$ cat src/rtl/fsmc_fifo_reg.sv
// Register-mapped loopback FIFO slave on the FSMC user side: data-port writes push,
// data-port reads pop (show-ahead), and a status/control port reports level and flags.
module fsmc_fifo_reg #(
  parameter  int DEPTH = 16,
  localparam int CW    = $clog2(DEPTH) + 1,
  localparam int AW    = $clog2(DEPTH)
) (
  input  logic        clk,
  input  logic        reset_n,
  input  logic        en,
  input  logic        sel,
  input  logic        state,
  input  logic [15:0] rd_data,
  output logic [15:0] wr_data,
  output logic        empty,
  output logic        full
);

  // Handshake: en is a one-clk strobe per completed bus access with no back-pressure;
  // sel/state/rd_data are only meaningful while en=1, and wr_data is always valid.

  logic [15:0]   r_mem [DEPTH];
  logic [AW-1:0] r_wp;
  logic [AW-1:0] r_rp;
  logic [CW-1:0] r_cnt;
  logic          r_ovf;
  logic          r_unf;

  logic          w_data_wr;
  logic          w_data_rd;
  logic          w_stat_wr;
  logic          w_push;
  logic          w_pop;
  logic          w_flush;
  logic          w_clear;
  logic          w_ovf_set;
  logic          w_unf_set;
  logic [10:0]   w_cnt_ext;
  logic [15:0]   w_status;
  logic [15:0]   w_head;

  assign empty = (r_cnt == CW'(0));
  assign full  = (r_cnt == CW'(DEPTH));

  assign w_data_wr = en & ~sel & ~state;
  assign w_data_rd = en & ~sel &  state;
  assign w_stat_wr = en &  sel & ~state;

  assign w_push    = w_data_wr & ~full;
  assign w_pop     = w_data_rd & ~empty;
  assign w_ovf_set = w_data_wr &  full;
  assign w_unf_set = w_data_rd &  empty;
  assign w_flush   = w_stat_wr & rd_data[0];
  assign w_clear   = w_stat_wr & rd_data[1];

  // Storage is deliberately left out of reset; only pointers, count and flags reset.
  always_ff @(posedge clk) begin
    if (w_push) begin
      r_mem[r_wp] <= rd_data;
    end
  end

  always_ff @(posedge clk or negedge reset_n) begin
    if (!reset_n) begin
      r_wp  <= '0;
      r_rp  <= '0;
      r_cnt <= '0;
    end else if (w_flush) begin
      r_wp  <= '0;
      r_rp  <= '0;
      r_cnt <= '0;
    end else if (w_push) begin
      r_wp  <= r_wp + AW'(1);
      r_cnt <= r_cnt + CW'(1);
    end else if (w_pop) begin
      r_rp  <= r_rp + AW'(1);
      r_cnt <= r_cnt - CW'(1);
    end
  end

  // Set and clear never coincide: sets come from the data port, clears from status.
  always_ff @(posedge clk or negedge reset_n) begin
    if (!reset_n) begin
      r_ovf <= 1'b0;
      r_unf <= 1'b0;
    end else if (w_clear) begin
      r_ovf <= 1'b0;
      r_unf <= 1'b0;
    end else begin
      if (w_ovf_set) r_ovf <= 1'b1;
      if (w_unf_set) r_unf <= 1'b1;
    end
  end

  assign w_cnt_ext = 11'(r_cnt);
  assign w_status  = {r_ovf, r_unf, full, empty, 1'b0, w_cnt_ext};
  assign w_head    = empty ? 16'h0000 : r_mem[r_rp];
  assign wr_data   = sel ? w_status : w_head;

endmodule

$ cat config.mk
export PLATFORM = sky130hd
export DESIGN_NAME = fsmc_fifo_reg
export DESIGN_NICKNAME = d
export VERILOG_FILES = /design/src/rtl/fsmc_fifo_reg.sv
export SDC_FILE = /design/constraint.sdc
export NUM_CORES = 1
export LEC_CHECK = 0
export ABC_AREA = 1
export CAP_MARGIN = 5
export CELL_PAD_IN_SITES_DETAIL_PLACEMENT = 1
export CELL_PAD_IN_SITES_GLOBAL_PLACEMENT = 1
export CORE_ASPECT_RATIO = 1.4
export CORE_MARGIN = 8
export CORE_UTILIZATION = 49
export DETAILED_ROUTE_END_ITERATION = 10
export DONT_BUFFER_PORTS = 1
export GPL_TIMING_DRIVEN = 0
export MAX_ROUTING_LAYER = met4
export PLACE_DENSITY = 0.78
export REMOVE_ABC_BUFFERS = 1
export SETUP_SLACK_MARGIN = 0.3
export SLEW_MARGIN = 10
export SYNTH_ARGS = -nofsm -noshare
export SYNTH_HDL_FRONTEND = slang
export SYNTH_SLANG_ARGS = --single-unit
$ cat constraint.sdc
create_clock -name clk -period 5.85 [get_ports clk]
set_clock_uncertainty 0.15 [all_clocks]
set_input_delay 1.17 -clock clk [delete_from_list [all_inputs] [get_ports clk]]
set_output_delay 1.17 -clock clk [all_outputs]
set_load 0.01 [all_outputs]
==> metrics.md <==
| Metric | Value |
|---|---|
| Run status | `finished, final reports clean` |
| CTS Sinks | `271` |
| Buffer count from post-CTS setup fixing | `0` |
| Iteration-0 DRC Markers | `690` |
| Final critical delay including setup and external delays | `4.69 ns` |
| Std-Cell Core Area | `23900 µm²` |
| I/O Pins | `39` |
| Count of state elements after synthesis | `271` |
| Most common cell after layout, fill and taps aside | `sky130_fd_sc_hd__nand2_1` |
| DP Worst Slack | `approximately 1.7 ns` |
| Delay of the slowest cell on the worst path | `1.22 ns` |
| Number of core rows | `67` |
| Leading post-synthesis cells by cell area | `sky130_fd_sc_hd__edfxtp_1 (65%), sky130_fd_sc_hd__nand2_1 (11%), sky130_fd_sc_hd__nand3_1 (6.2%), sky130_fd_sc_hd__inv_1 (4.4%), sky130_fd_sc_hd__dfrtp_1 (3.2%)` |
| Fin worst setup slack | `1.16 ns` |
| Fin. Hold Viols | `0` |
| Mean Syn Cell Area | `10.6 µm²` |
| Number of iterations in the first detailed-routing pass | `5` |
| Via count of the routed design | `roughly 8000` |
| TritonCTS Buffers | `26` |
| Setup Crit Path Kind | `reg -> out` |
| Kind of cell adding the most delay to the critical path | `buffers and inverters` |
| Cell breakdown of the critical path | `clkinv_1, nand3_1, nand2_1, nand2_1, nand2_1` |
| Number of unique standard cell types used by synthesis | `34` |
| Final instance count without filler cells | `1449` |
| Layout Area Growth over Synthesis | `11.2%` |
| Count of placed standard cells including taps | `1401` |
| Count of instances resized after the clock tree is built | `0` |
| Filler Cell Count | `2561` |
| Worst Path Buf+Inv | `1` |
| Max_slew headroom | `0.148` |
| Critical path's most frequent cell | `sky130_fd_sc_hd__nand2_1` |
| Vias in the first global route | `8770` |
| Reg-to-reg slack, setup | `2.94 ns` |
| Slowest cell on the critical path | `sky130_fd_sc_hd__clkinv_1` |
| Port-buffer cells | `0` |
| Largest fanout on the critical path | `25` |
| Yosys warning count | `0` |
| Clock H-tree levels | `1` |
| Worst R2R End | `r_rp[3]$_DFFE_PN0P_` |
| Antenna viol nets, final | `0` |
| Synth area leader | `sky130_fd_sc_hd__edfxtp_1` |
| Pin count of the biggest net entering global routing | `between 70 and 80` |
| Cell at the root of the clock tree | `sky130_fd_sc_hd__clkbuf_16` |
| Count of pins over their slew limit | `0` |
| Y dimension of the die | `200 µm` |
| Leakage component of the power | `5.33 nW` |
| Initial antenna violation count | `0` |
| Total power per unit cell area | `437 nW/µm²` |
| Drt via density | `5.68` |
| CTS tree | `done` |
| Worst-case reg-to-reg path depth | `3` |
| Final-report setup violation count | `0` |
| Horizontal extent of the die | `roughly 150 µm` |
| Final net count | `~1200` |
| Starting Density | `0.498` |
| Overflow left after global routing | `0` |
| Nature of the critical path startpoint | `flop` |
| Placed wire-length estimate | `19.9 mm` |
| Overall routed net length | `~33 mm` |
| Synth Instances | `1127` |
| Commonest cells after routing, fill and taps aside | `sky130_fd_sc_hd__nand2_1 (336), sky130_fd_sc_hd__edfxtp_1 (256), sky130_fd_sc_hd__nand3_1 (148), sky130_fd_sc_hd__inv_1 (139), sky130_fd_sc_hd__nor2_1 (62)` |
| HP Class | `in -> async` |
| Clock insertion delay at the later pin of the skew report | `0.55 ns` |
| Max rail drop VDD | `313 µV` |
| Die ar. | `~30000 µm²` |
| Number of buffers between clock root and the deepest sink | `3` |
| Crit path capture type | `output pin` |
| Average wire per cell in the routed design | `22.8 µm` |
| WP data required | `approximately 4.5 ns` |
| Hold buffers post-CTS | `0` |
| Post-Syn Area | `between 10000 and 15000 µm²` |
| Share of the clock period used by the worst path | `0.801` |
| Max-capacitance violation count | `0` |
| Placer congestion estimate | `approximately 0.74` |
| CTS clk-pin slew, worst paths | `0.07 ns` |
| First-pass GRT wire length | `50.7 mm` |
| Gr usage total | `0.230` |
| Seq/Total Area, Yosys | `0.677` |
| Beginning of the worst register-to-register path | `r_rp[3]$_DFFE_PN0P_` |
| Actual transition at the worst max-transition pin | `1.27 ns` |
| Final antenna diode count | `0` |
| Post-detailed-route DRC marker count | `0` |
| Highest achievable clock rate | `213 MHz` |
| Fraction of layout instances using a drive strength above 1 | `0.0773` |
| Arr. time, crit path | `3.37 ns` |
| Unrepaired setup endpoints after global routing | `false` |
| Post-synth top area share | `0.646` |
==> report_power, final <==
part / internal (mW) / switching (mW) / total [mW]
registers: 2.21 / 0.129 / 2.33
clock network: 0.950 / 0.735 / 1.68
logic: 0.553 / 1.22 / 1.77
total: 3.71 / 2.08 / 5.79
==> cell type report <==
| cell class | instances | area, µm² | area share |
|---|---|---|---|
| multi-input cells | 654 | 2980 | 0.225 |
| flip-flops and latches | 271 | 8070 | 0.609 |
| clock inverters | 17 | 165 | 0.0125 |
| inverters | 147 | 563 | 0.0425 |
| repair buffers | 19 | 403 | 0.0304 |
| clock buffers | 31 | 669 | 0.0506 |
| well taps | 310 | 388 | 0.0293 |
==> sequential cells by signal, summed over array words and instances (netlist names) <==
register and flops:
r_ovf 1, r_mem 256, r_unf 1, r_rp 4, r_wp 4, r_cnt 5
==> synthesized netlist by cell type, drive strengths merged <==
cell	instances
nor3	4
o21bai	1
dfrtp	15
nand2	338
fa	1
xnor2	1
or2	1
and3	1
ha	9
o21ai	34
nand3	148
nand4	3
xor2	1
nor2	80
clkinv	2
o211ai	17
edfxtp	256
inv	145
nor3b	2
buf	45
o31ai	1
clkbuf	10
a21oi	12
==> kinds of logic after synthesis <==
| group | synth area share |
|---|---|
| AND/OR/NAND/NOR | 0.202 |
| flip-flops | 0.677 |
| buffers and inverters | 0.0766 |
| AO/OA/AOI/OAI | 0.0313 |
| adder cells (fa/ha/maj) | 0.0111 |
| XOR/XNOR | 0.00147 |
==> metrics by stage <==
step	cell area (µm²)	hold WS [ns]	total power [mW]	TNS, ns	utilization
3_3_place_gp	11900	0.331	4.01	-60.36	0.500
2_1_floorplan	11500	0.312	3.48	-1.20	-
6_report	13200	0.154	5.79	0	0.554
4_1_cts	13200	0.139	5.83	0	0.554
5_1_grt	13200	0.145	6.07	0	0.554
3_5_place_dp	12400	0.352	4.14	0	0.519
==> how the worst max path moves through the flow <==
stage,depth (start not counted),endpoint,startpoint
after global routing,12,wr_data[6],r_rp[0]$_DFFE_PN0P_
after floorplan,8,wr_data[14],r_rp[0]$_DFFE_PN0P_
after global placement,8,wr_data[14],r_rp[0]$_DFFE_PN0P_
final,5,wr_data[14],r_rp[3]$_DFFE_PN0P_
after CTS,12,wr_data[6],r_rp[0]$_DFFE_PN0P_
after detailed placement,12,wr_data[6],r_rp[0]$_DFFE_PN0P_
==> metal layers <==
| layer | GRT usage | vias up | share of wire |
|---|---|---|---|
| li1 | - | 3709 | - |
| met1 | 0.269 | 4164 | 0.40 |
| met2 | 0.395 | 275 | 0.51 |
| met3 | 0.0347 | 85 | 0.056 |
| met4 | 0.0800 | 0 | 0.036 |
| met5 | - | - | 0 |
Note: power is estimated with default switching activity, not from simulation.
